[src/rtl/coeff_loader.sv]
// Coefficient transmitter and sample gate for the 4-tap FIR filter.
// Resets the filter, streams four taps from a local bank, then flushes it.
module coeff_loader #(
  parameter int RST_CYCLES   = 2,
  parameter int FLUSH_CYCLES = 4,
  parameter bit AUTO_START   = 1'b1
) (
  input  logic       clk,
  input  logic       rst_n,
  input  logic       wr_en,
  input  logic [1:0] wr_addr,
  input  logic [7:0] wr_data,
  input  logic [1:0] rd_addr,
  output logic [7:0] rd_data,
  input  logic       start,
  input  logic [7:0] x_in,
  output logic [7:0] x_out,
  output logic       filt_rst,
  output logic [7:0] coef_out,
  output logic       coef_valid,
  output logic       busy,
  output logic       done,
  output logic       wr_err
);

  typedef enum logic [1:0] {
    S_IDLE,
    S_RST,
    S_LOAD,
    S_FLUSH
  } state_e;

  localparam logic [3:0] RST_LAST   = 4'(RST_CYCLES - 1);
  localparam logic [3:0] FLUSH_LAST = 4'(FLUSH_CYCLES - 1);

  state_e          state_q, state_d;
  logic [3:0]      cnt_q, cnt_d;
  logic [1:0]      idx_q, idx_d;
  logic [3:0][7:0] bank_q, bank_d;
  logic            wr_err_q, wr_err_d;
  logic            auto_q, auto_d;
  logic [7:0]      x_out_q, x_out_d;
  logic            filt_rst_q, filt_rst_d;
  logic [7:0]      coef_out_q, coef_out_d;
  logic            coef_valid_q, coef_valid_d;
  logic            done_q, done_d;
  logic            accept;

  assign busy       = (state_q != S_IDLE);
  assign rd_data    = bank_q[rd_addr];
  assign x_out      = x_out_q;
  assign filt_rst   = filt_rst_q;
  assign coef_out   = coef_out_q;
  assign coef_valid = coef_valid_q;
  assign done       = done_q;
  assign wr_err     = wr_err_q;

  always_comb begin
    state_d  = state_q;
    cnt_d    = cnt_q;
    idx_d    = idx_q;
    bank_d   = bank_q;
    wr_err_d = wr_err_q;
    auto_d   = 1'b0;
    accept   = (state_q == S_IDLE) && (start || auto_q);

    if (wr_en) begin
      if (busy) wr_err_d = 1'b1;
      else      bank_d[wr_addr] = wr_data;
    end
    if (accept) wr_err_d = 1'b0;

    unique case (state_q)
      S_IDLE: begin
        if (accept) begin
          state_d = S_RST;
          cnt_d   = RST_LAST;
        end
      end
      S_RST: begin
        if (cnt_q == 4'd0) begin
          state_d = S_LOAD;
          idx_d   = 2'd0;
        end else begin
          cnt_d = cnt_q - 4'd1;
        end
      end
      S_LOAD: begin
        if (idx_q == 2'd3) begin
          state_d = S_FLUSH;
          cnt_d   = FLUSH_LAST;
        end else begin
          idx_d = idx_q + 2'd1;
        end
      end
      S_FLUSH: begin
        if (cnt_q == 4'd0) state_d = S_IDLE;
        else               cnt_d   = cnt_q - 4'd1;
      end
      default: state_d = S_IDLE;
    endcase

    // Outputs are registered from the next state so they line up with it.
    filt_rst_d   = (state_d == S_RST);
    coef_valid_d = (state_d == S_LOAD);
    coef_out_d   = (state_d == S_LOAD) ? bank_d[idx_d] : 8'd0;
    x_out_d      = (state_d == S_IDLE) ? x_in : 8'd0;
    done_d       = (state_d == S_FLUSH) && (cnt_d == 4'd0);
  end

  always_ff @(posedge clk) begin
    if (!rst_n) begin
      state_q      <= S_IDLE;
      cnt_q        <= 4'd0;
      idx_q        <= 2'd0;
      bank_q       <= '0;
      wr_err_q     <= 1'b0;
      auto_q       <= AUTO_START;
      x_out_q      <= 8'd0;
      filt_rst_q   <= 1'b0;
      coef_out_q   <= 8'd0;
      coef_valid_q <= 1'b0;
      done_q       <= 1'b0;
    end else begin
      state_q      <= state_d;
      cnt_q        <= cnt_d;
      idx_q        <= idx_d;
      bank_q       <= bank_d;
      wr_err_q     <= wr_err_d;
      auto_q       <= auto_d;
      x_out_q      <= x_out_d;
      filt_rst_q   <= filt_rst_d;
      coef_out_q   <= coef_out_d;
      coef_valid_q <= coef_valid_d;
      done_q       <= done_d;
    end
  end

endmodule

[config.mk]
export PLATFORM = sky130hd
export DESIGN_NAME = coeff_loader
export DESIGN_NICKNAME = d
export VERILOG_FILES = /design/src/rtl/coeff_loader.sv
export SDC_FILE = /design/constraint.sdc
export NUM_CORES = 1
export LEC_CHECK = 0
export BUFFER_PORTS_ARGS = -buffer_cell sky130_fd_sc_hd__buf_2
export CAP_MARGIN = 20
export CORE_UTILIZATION = 55
export DETAILED_ROUTE_END_ITERATION = 8
export PLACE_DENSITY = 0.85
export SYNTH_ARGS = -nofsm -noshare
export SYNTH_HDL_FRONTEND = slang
export SYNTH_SLANG_ARGS = --single-unit
[constraint.sdc]
create_clock -name clk -period 2.75 [get_ports clk]
set_clock_uncertainty 0.05 [all_clocks]
set_input_delay 0.275 -clock clk [delete_from_list [all_inputs] [get_ports clk]]
set_output_delay 0.275 -clock clk [all_outputs]
set_load 0.05 [all_outputs]
# --- Word level (Yosys, flattened, before mapping) ---
# Cells that the tools add are included.
word_totals:
  reg_bits: 61
  input_bits: 24
classes:
  n_addsub: 2
  magnitude_cmp: 4
  n_eq_ne: 7
  n_mux: 22
  n_bitwise: 1
  n_reduce_logical: 14
ops:
  columns: ["operator", "n"]
  rows:
  - ["32-bit 2-to-1 mux", 2]
  - ["8-bit binary-select mux with 2-bit select", 2]
  - ["32-bit bitwise mux", 1]
  - ["8-bit 2-to-1 mux", 3]
  - ["8-bit demux with 2-bit select", 1]
  - ["2-bit 2-to-1 mux", 6]
  - ["4-bit 2-to-1 mux", 3]
  - ["4-bit one-hot mux with 3 select lines", 1]
  - ["2-bit == test, second input constant", 5]
  - ["2-bit by 3-bit less-than comparator with 1-bit output, second input constant", 3]
  - ["4-bit logical NOT", 2]
  - ["2-bit one-hot mux with 4 select lines", 1]
  - ["2-bit AND reduction", 3]
  - ["2-bit by 1-bit == test with 1-bit output, second input constant", 2]
  - ["2-bit logical NOT", 2]
  - ["2-bit one-hot mux with 2 select lines", 1]
  - ["2-bit OR reduction", 2]
  - ["4-bit by 1-bit subtractor with 4-bit output, second input constant", 1]
  - ["1-bit logical AND", 3]
  - ["2-bit by 1-bit adder with 2-bit output, second input constant", 1]
  - ["2-bit by 1-bit greater-or-equal comparator with 1-bit output, second input constant", 1]
  - ["2-bit nonzero test", 1]
  - ["1-bit logical OR", 1]
  - ["1-bit 2-to-1 mux", 1]
  - ["1-bit NOT", 1]

# --- Logic depth before layout (Yosys ltp) ---
# Gate-level depths: netlist of run 1.
logic_depth:
  word_depth: 9
  ltp_mapped: 9
  depth_no_buf: 7

# --- Worst setup path before layout of run 1 ---
# Ideal clock, no wire load.
synth_timing:
  path_type: "reg2reg"
  startpoint: "register state_q[0]"
  endpoint: "register done_q, in the netlist done"
  t_arrival_ps: 2051
  slack_ps: 561
  stages_incl_launch_ff: 8
  cell_sequence: "dfxtp_1 -> inv_1 -> ha_1 -> clkinv_1 -> a22oi_1 -> o31a_1 -> nand3_1 -> nor4_2"
synth_between:
  elab_chain_cells: 6
  word_cells_on_any_way: 16
  classes_between: "4 x eq/ne; 7 x mux; 5 x reduce/logical"
synth_lines:
  columns: ["item", "line_no", "rtl"]
  rows:
  - ["start: declaration", "36", "state_e state_q, state_d;"]
  - ["start signal: assignment", "125", "state_q <= state_d;"]
  - ["2-bit logical NOT", "65, 73", null]
  - ["1-bit logical AND", "65", "accept = (state_q == S_IDLE) && (start || auto_q);"]
  - ["2-bit 2-to-1 mux or 4-bit 2-to-1 mux (tied branches)", "75", "if (accept) begin"]
  - ["2-bit one-hot mux with 4 select lines or 4-bit one-hot mux with 3 select lines (tied branches)", "73", "unique case (state_q)"]
  - ["2-bit == test or 4-bit logical NOT (tied branches)", "108", "done_d = (state_d == S_FLUSH) && (cnt_d == 4'd0);"]
  - ["1-bit logical AND (*)", "108", null]
  - ["end signal: assignment", "135", "done_q <= done_d;"]
  - ["end: declaration", "46", "logic done_q, done_d;"]
# Mark *: on every way between the ends. The rest lies on a longest branch, timed or not.
# A chain may end at the register's enable or synchronous reset.

# --- Final worst setup path of run 1 ---
# Same ends and word-level chain as after synthesis.

==> out/metrics.yaml, run 1 <==
outcome:
  status: "finished clean"
detailed_routing:
  drtAntennaViolNets: 0
  viasPerCell: 5.79
  drc_errors: 0
  vias: 2428
  post_drt_wl_per_cell_um: 15.9
  drt_first_pass_iters: 4
  routed_wl_mm: 6.65
  drt_iter0_drc: 199
placed_design:
  finalWeightedCongestion: 0.869
  place_hpwl_mm: 4.40
  dpl_cell_area_sq_mm: 0.00312
  dp_cells: 402
  port_buffers: 52
power_and_ir_drop:
  p_leak_nw: 1.58
  p_per_area_mw_per_mm2: 643
  vdd_drop_max_v: 0.000517
clock_network:
  clk_latency_ns: 0.34
  ctsHoldBuffers: 0
  cts_tree: "built"
  cts_buffer_depth: 2
  ctsResizeCount: 0
  root_buffer: "clkbuf_8"
  post_cts_buffers: 0
  htreeDepth: 3
  cts_sinks: 61
  cts_inserted_buffers: 9
  cts.clk_slew.worst_paths_ns: 0.07
sta:
  tightestPinTransition_ns: 0.697
  max_freq_mhz: 411
  finalSetupTns_ns: 0
  hold_viol: 0
  finalCriticalPeriod_ns: 2.43
  setup_violations: 0
  finalMaxSlewViolations: 0
  finalCritPeriodShare_pct: 88.4
  rsz0062_at_grt: "no"
  whs_ns: 0.0878
  relSlewSlack_pct: 53.4
floorplan:
  boundaryPins: 53
  die_area_sq_mm: 0.00542
  fp.dieW_um: 73.6
  core.rowCount: 25
  dieHeight_um: 73.6
  start_util_pct: 58.5
  core-area_sq_mm: 0.00482
synthesis:
  synth_top_area_cell: "dfxtp_1"
  synthesis.area_sq_mm: 0.00282
  synth.net_count: 325
  synth_cell_types: 45
  synth_compound_area_share_pct: 10.5
  yosysMostFrequentCell: "dfxtp_1"
  yosys_warnings: 0
  ys_top_cells_by_count: "dfxtp_1 (61), nor2_1 (38), nand3_1 (35)"
  async_flop_share_pct: 0
  synthAdderAreaFrac_pct: 2.22
  synth_xor_xnor_area_share_pct: 0
  synth_edf_count: 0
  synth_top_area_share_pct: 43.3
  syn_area_per_cell_sq_um: 9.53
  synth.ff_latch_count: 61
  ys_seq_area_share_pct: 43.3
  synth-main-ff-cell: "dfxtp_1"
  synthMuxAreaShare_pct: 17.7
  netlist_instances: 296
  yosys.area_share.simple_pct: 21.9
  synth_top_family_by_area: "simple AND/OR/NAND/NOR gates"
  synth_area_leaders: "dfxtp_1 (43%), mux2i_1 (11%), mux4_2 (6.4%)"
cells_and_area:
  nNetsFinal: 376
  instances_no_fill: 419
  n_antenna_cell: 0
  final_area_sq_mm: 0.00332
  synthToLayoutAreaGrowth_pct: 17.6
  drive_gt1_share_pct: 25.6
global_routing:
  grt-ovfl-total: 0
  grt_pass1_wl_mm: 10.4
  antenna_found_initial: 0
  grt_pass1_vias: 2220
  grt_max_degree: 29
  track_usage_pct: 26.2
critical_path:
  endpoint_kind: "register"
  r2r_slack_ns: 0.32
  critPathMaxFanout: 13
  worstPathArrival_ns: 2.64
  crit_type: "register to register"
  start_kind: "register"
  crit_required_ns: 2.96
job:
  cap_violations: 0
hold_path:
  hp-class: "input port to register"
## layer usage
layer	global-route usage, %	routed length, um	vias up
met5	0	0	-
met4	15.8	191	0
met3	6.45	539	20
met2	43.1	3190	129
met1	30.7	2730	1114
li1	-	-	1165
## report_power, final
group          internal [mW]  switching (mW)  total (mW)
combinational          0.138           0.273       0.411
clock                  0.437           0.341       0.778
sequential             0.924          0.0200       0.944
## area by class of cell
cell class,instances,area [sq um]
Fill cell,400,1500
Multi-Input combinational cell,207,1480
Inverter,11,41.3
Sequential cell,61,1220
Tap cell,67,83.8
Clock buffer,11,141
Clock inverter,5,50.0
Timing Repair Buffer,57,298
## through the flow
stage	total power [mW]	setup slack (ns)	util [%]
after floorplan	1.27	0.561	-
after global placement	1.36	0.410	64.7
after detailed placement	1.37	0.349	64.7
after CTS	2.14	0.322	68.7
after global routing	2.22	0.147	68.9
final	2.13	0.318	68.9
## cell usage in the layout, fill, tap and decap left out, types with 4 or more instances in the layout
cell type and n:
dfxtp_1 61, buf_2 52, nor2_1 38, nand3_1 35
mux2i_1 32, o21ai_0 15, and2_1 13, a21oi_1 11
inv_1 10, clkbuf_8 10, mux4_2 8, nand2_1 7
o21ai_1 6, ha_1 5, buf_4 5, clkinv_2 4
## worst max-delay path: stages (launching register included)
cell and delay (ns):
dfxtp_1 0.33, inv_1 0.13, ha_1 0.43, clkinv_1 0.34
a22oi_1 0.46, o31a_1 0.23, nand3_1 0.10, nor4_2 0.27
## flip-flops by register name, summed over array words and instances (netlist names)
register,count
x_out,8
auto_q,1
cnt_q,4
state_q,2
coef_out,8
coef_valid,1
bank_q,32
idx_q,2
wr_err,1
filt_rst,1
done,1
## logic make-up (layout without fill, tap and decap cells)
family / count (synthesis) / in the layout
AOI/OAI and AO/OA: 48 / 48
DFF: 61 / 61
muxes: 40 / 40
and+or+nand+nor: 114 / 114
adders and majority gates: 5 / 5
buffers and inverters: 28 / 84
## path summary, 6_finish.rpt
check / startpoint / to / cells after the start
worst max-delay path: state_q[0]$_SDFF_PN0_ / done$_SDFF_PN0_ / 7
worst min-delay path: x_in[6] / x_out[6]$_SDFF_PN0_ / 2
worst max register to register: state_q[0]$_SDFF_PN0_ / done$_SDFF_PN0_ / 7
worst min register to register: wr_err$_SDFFE_PP0P_ / wr_err$_SDFFE_PP0P_ / 2
Note: power is estimated with default switching activity, not from simulation.
==> run 2, diff against run 1 <==
Settings changed: CELL_PAD_IN_SITES_DETAIL_PLACEMENT set to 1, CELL_PAD_IN_SITES_GLOBAL_PLACEMENT set to 2, CORE_UTILIZATION 55 to 34.
==> run 2 against run 1 <==
Net effect:
- setup slack improved by 0.076 ns
- clock power fell by 0.8%
- die area rose by 60%
- critical path depth fell by 1
- clock-buffer cell count rose by 1
- global-route usage fell by 7.3 points
- worst hold slack got worse by 0.0024 ns
- power rose by 0.34%
- non-clock buffer count rose by 4
- sequential power barely moved
- critical path type unchanged
- critical endpoint is now coef_out[2]$_SDFF_PN0_
- largest power group unchanged
==> out/metrics.yaml, run 2 (synthesized netlist as in run 1, its figures left out) <==
sta:
  finalCriticalPeriod_ns: 2.36
  relSlewSlack_pct: 49.9
  worst_slack_ns: 0.395
  hold_viol: 0
  finalCritPeriodShare_pct: 85.6
  setup_violations: 0
  finalSetupTns_ns: 0
  max_freq_mhz: 425
  tightestPinTransition_ns: 0.744
  rsz0062_at_grt: "no"
  finalMaxSlewViolations: 0
placed_design:
  port_buffers: 52
  place_hpwl_mm: 5.36
  dp_cells: 442
  dpl_worst_slack_ns: 0.387
  finalWeightedCongestion: 0.781
floorplan:
  die_area_sq_mm: 0.00866
  start_util_pct: 35.8
  core.rowCount: 32
  boundaryPins: 53
  core-area_sq_mm: 0.00789
  dieHeight_um: 93.1
  fp.dieW_um: 93.1
global_routing:
  top_usage_layer: "met2"
  use_met2_pct: 31.3
  grt-ovfl-total: 0
  track_usage_pct: 18.9
  grt_pass1_wl_mm: 12.5
  grt_max_degree: 23
  grtUsageMet1_pct: 23.6
  antenna_found_initial: 0
  grt_pass1_vias: 2457
  grt_use_met3_pct: 5.37
outcome:
  status: "finished clean"
power_and_ir_drop:
  p_leak_nw: 1.59
  p_per_area_mw_per_mm2: 633
  vdd_drop_max_v: 0.000204
  total_power_mw: 2.14
cells_and_area:
  nNetsFinal: 380
  fillers: 947
  instances_no_fill: 456
  synthToLayoutAreaGrowth_pct: 19.8
  final_common_cell: "dfxtp_1"
  drive_gt1_share_pct: 25.7
  largest_reg_flops: 32
  final_cell_mix: "dfxtp_1 (61), buf_2 (52), nor2_1 (38)"
  n_antenna_cell: 0
  final_core_util_pct: 42.8
  largest-register: "bank_q"
critical_path:
  crit_required_ns: 2.97
  critPathMaxFanout: 13
  start_kind: "register"
  worstPathArrival_ns: 2.57
  endpoint_kind: "register"
  crit_type: "register to register"
clock_network:
  post_cts_buffers: 0
  ctsHoldBuffers: 0
  cts_tree: "built"
  root_buffer: "clkbuf_8"
  cts_inserted_buffers: 9
  clk_latency_ns: 0.34
  cts.clk_slew.worst_paths_ns: 0.06
  cts_sinks: 61
  ctsResizeCount: 0
  cts_buffer_depth: 2
  htreeDepth: 3
detailed_routing:
  drt_iter0_drc: 90
  drt_first_pass_iters: 4
  vias: 2395
  routed_wl_mm: 7.62
  drtAntennaViolNets: 0
  post_drt_wl_per_cell_um: 16.7
  drc_errors: 0
  viasPerCell: 5.25
job:
  cap_violations: 0
hold_path:
  hp-class: "input port to register"
[run 2: metrics by stage]
step           cell area (sq um)  hold WS (ns)
2_1_floorplan               2820         0.347
3_3_place_gp                3200         0.424
3_5_place_dp                3200         0.432
4_1_cts                     3380        0.0737
5_1_grt                     3380        0.0759
6_report                    3380        0.0854
[run 2: metal layers]
layer | vias up | part of all wire [%] | wire (um)
met5 | - | 0 | 0
met4 | 0 | 1.5 | 111
met3 | 14 | 4.1 | 311
met2 | 50 | 47 | 3590
met1 | 1166 | 47 | 3610
li1 | 1165 | - | -
[run 2: worst max-delay path, stage by stage, from the launching register on]
cell	delay (ns)
dfxtp_1	0.33
inv_1	0.13
ha_1	0.44
or3b_1	0.48
o221ai_2	0.34
nand2_1	0.31
a21oi_1	0.20
[run 2: path summary, 6_finish.rpt]
check	from	endpoint	slack, ns	cells past startpoint
max reg2reg	state_q[0]$_SDFF_PN0_	coef_out[2]$_SDFF_PN0_	0.39	6
min	x_in[2]	x_out[2]$_SDFF_PN0_	0.09	2
min reg2reg	wr_err$_SDFFE_PP0P_	wr_err$_SDFFE_PP0P_	0.44	2
max	state_q[0]$_SDFF_PN0_	coef_out[2]$_SDFF_PN0_	0.39	6
[run 2: final cells by class]
class / instances / area, sq um / area share (%)
clock buffers: 12 / 145 / 4.29
repair buffers: 61 / 328 / 9.70
well taps: 102 / 128 / 3.78
flip-flops and latches: 61 / 1220 / 36.1
multi-input cells: 207 / 1480 / 43.8
inverters: 11 / 41.3 / 1.22
clock inverters: 2 / 35.0 / 1.04
[run 2: power by group]
group | switching, mW | internal (mW) | total [mW]
clock network | 0.340 | 0.433 | 0.772
registers | 0.0198 | 0.924 | 0.944
logic | 0.281 | 0.143 | 0.424
total | 0.641 | 1.50 | 2.14
==> run 3, diff against run 2 <==
Settings changed: CORE_MARGIN set to 10.
==> run 3 against run 2 <==
Net effect:
- critical path depth up 1
- clock power down 5.1%
- setup slack worse by 0.062 ns
- flip-flop and latch count unchanged
- worst hold slack better by 0.0027 ns
- via count up 0.54%
- combinational power about the same
==> out/metrics.yaml, run 3 (synthesized netlist as in run 1, its figures left out) <==
hold_path:
  hp-class: "input port to register"
  whs_endpoint: "x_out[7]$_SDFF_PN0_"
  hold_depth: 2
  worstHoldStart: "x_in[7]"
power_and_ir_drop:
  p_per_area_mw_per_mm2: 625
  power.switching_uw: 635
  comb_power_share_pct: 20.1
  vdd_drop_max_v: 0.000284
  p_leak_nw: 1.58
  pwr-share-seq_pct: 45.0
  p_clk_share_pct: 34.9
  sw_frac_of_total_pct: 30.2
  p_int_mw: 1.47
critical_path:
  timing.rr.end: "done$_SDFF_PN0_"
  slowest_stage: "ha_1"
  crit_cells: 7
  critPathBufInv: 2
  critPathMaxFanout: 13
  crit_chain: "inv_1 -> ha_1 -> clkinv_1 -> a22oi_1 -> o31a_1 -> nand3_1 -> nor4_2"
  r2r_cells: 7
  crit_required_ns: 2.95
  start_kind: "register"
  r2r_slack_ns: 0.33
  rr_startpoint: "state_q[1]$_SDFF_PN0_"
  max_stage_delay_ns: 0.45
  endpoint_kind: "register"
  crit_type: "register to register"
  worstPathArrival_ns: 2.62
  critical_path.top_delay_family: "compound AO/OA/AOI/OAI gates"
job:
  cap_violations: 0
detailed_routing:
  routed_wl_mm: 8.14
  drc_errors: 0
  drtAntennaViolNets: 0
  drt_iter0_drc: 52
  viasPerCell: 5.27
  drt_first_pass_iters: 4
  post_drt_wl_per_cell_um: 17.8
  vias: 2408
cells_and_area:
  largest_reg_flops: 32
  n_antenna_cell: 0
  drive_gt1_share_pct: 25.6
  final_cell_mix: "dfxtp_1 (61), buf_2 (52), nor2_1 (38)"
  largest-register: "bank_q"
  nNetsFinal: 379
  instances_no_fill: 457
  final_common_cell: "dfxtp_1"
  synthToLayoutAreaGrowth_pct: 19.3
placed_design:
  port_buffers: 52
  dp_cells: 444
  place_hpwl_mm: 5.90
  finalWeightedCongestion: 0.846
sta:
  hold_viol: 0
  tightestPinTransition_ns: 0.644
  rsz0062_at_grt: "no"
  finalMaxSlewViolations: 0
  max_freq_mhz: 414
  setup_violations: 0
  finalCritPeriodShare_pct: 87.9
  relSlewSlack_pct: 56.6
  finalCriticalPeriod_ns: 2.42
  finalSetupTns_ns: 0
global_routing:
  grt_pass1_vias: 2585
  track_usage_pct: 13.5
  grt_max_degree: 23
  grt_pass1_wl_mm: 13.5
  grt-ovfl-total: 0
  antenna_found_initial: 0
floorplan:
  fp.dieW_um: 111
  core.rowCount: 33
  start_util_pct: 34.7
  boundaryPins: 53
  die_area_sq_mm: 0.0123
  dieHeight_um: 111
  core-area_sq_mm: 0.00813
clock_network:
  htreeDepth: 3
  cts_sinks: 61
  cts.clk_slew.worst_paths_ns: 0.07
  cts_tree: "built"
  clk_latency_ns: 0.34
  ctsResizeCount: 0
  ctsHoldBuffers: 0
  root_buffer: "clkbuf_8"
  cts_inserted_buffers: 9
  cts_buffer_depth: 2
  post_cts_buffers: 0
outcome:
  status: "finished clean"
-- run 3: changes by cell type in the layout (fill, tap and decap cells not counted), sizes merged --
cell and change:
clkinv +1, buf -1, clkbuf -2
-- run 3: per-layer routing --
layer | global-route usage, % | wire length [um] | up-vias
met5 | 0 | 0 | -
met4 | 4.37 | 112 | 0
met3 | 4.17 | 423 | 11
met2 | 22.7 | 3950 | 54
met1 | 15.9 | 3650 | 1180
li1 | - | - | 1163
-- run 3: power by group through the flow --
stage / clock network [mW] / logic [mW] / registers [mW]
detailed placement: 0 / 0.424 / 0.966
global route: 0.797 / 0.466 / 0.950
global placement: 0 / 0.419 / 0.963
floorplan: 0 / 0.258 / 1.02
CTS: 0.758 / 0.426 / 0.946
finish: 0.733 / 0.423 / 0.945
-- run 3: stage by stage --
step	total power, mW	cell area [sq um]	hold slack [ns]	worst slack, ns	util [%]
after floorplan	1.27	2820	0.347	0.561	-
after global placement	1.38	3200	0.424	0.488	39.3
after detailed placement	1.39	3200	0.429	0.366	39.3
after CTS	2.13	3360	0.0742	0.346	41.3
after global routing	2.21	3360	0.0812	0.0983	41.3
final	2.10	3360	0.0882	0.333	41.3
-- run 3: worst register-to-register path, stage by stage, from the launching register on --
cell and delay [ns]:
dfxtp_1 0.34, inv_1 0.14, ha_1 0.45, clkinv_1 0.33, a22oi_1 0.44, o31a_1 0.21
nand3_1 0.10, nor4_2 0.27
-- run 3: how the worst max path moves through the flow --
stage / to / slack [ns] / start
finish: done$_SDFF_PN0_ / 0.33 / state_q[1]$_SDFF_PN0_
floorplan: done$_SDFF_PN0_ / 0.56 / state_q[0]$_SDFF_PN0_
global route: done$_SDFF_PN0_ / 0.1 / state_q[1]$_SDFF_PN0_
global placement: done$_SDFF_PN0_ / 0.49 / state_q[0]$_SDFF_PN0_
CTS: done$_SDFF_PN0_ / 0.35 / state_q[0]$_SDFF_PN0_
detailed placement: done$_SDFF_PN0_ / 0.37 / state_q[0]$_SDFF_PN0_
-- run 3: area by class of cell --
| cell class | count | area [sq um] |
|---|---|---|
| Clock buffer | 10 | 128 |
| Clock inverter | 3 | 40.0 |
| Fill cell | 970 | 4770 |
| Inverter | 11 | 41.3 |
| Multi-Input combinational cell | 207 | 1480 |
| Sequential cell | 61 | 1220 |
| Tap cell | 105 | 131 |
| Timing Repair Buffer | 60 | 320 |
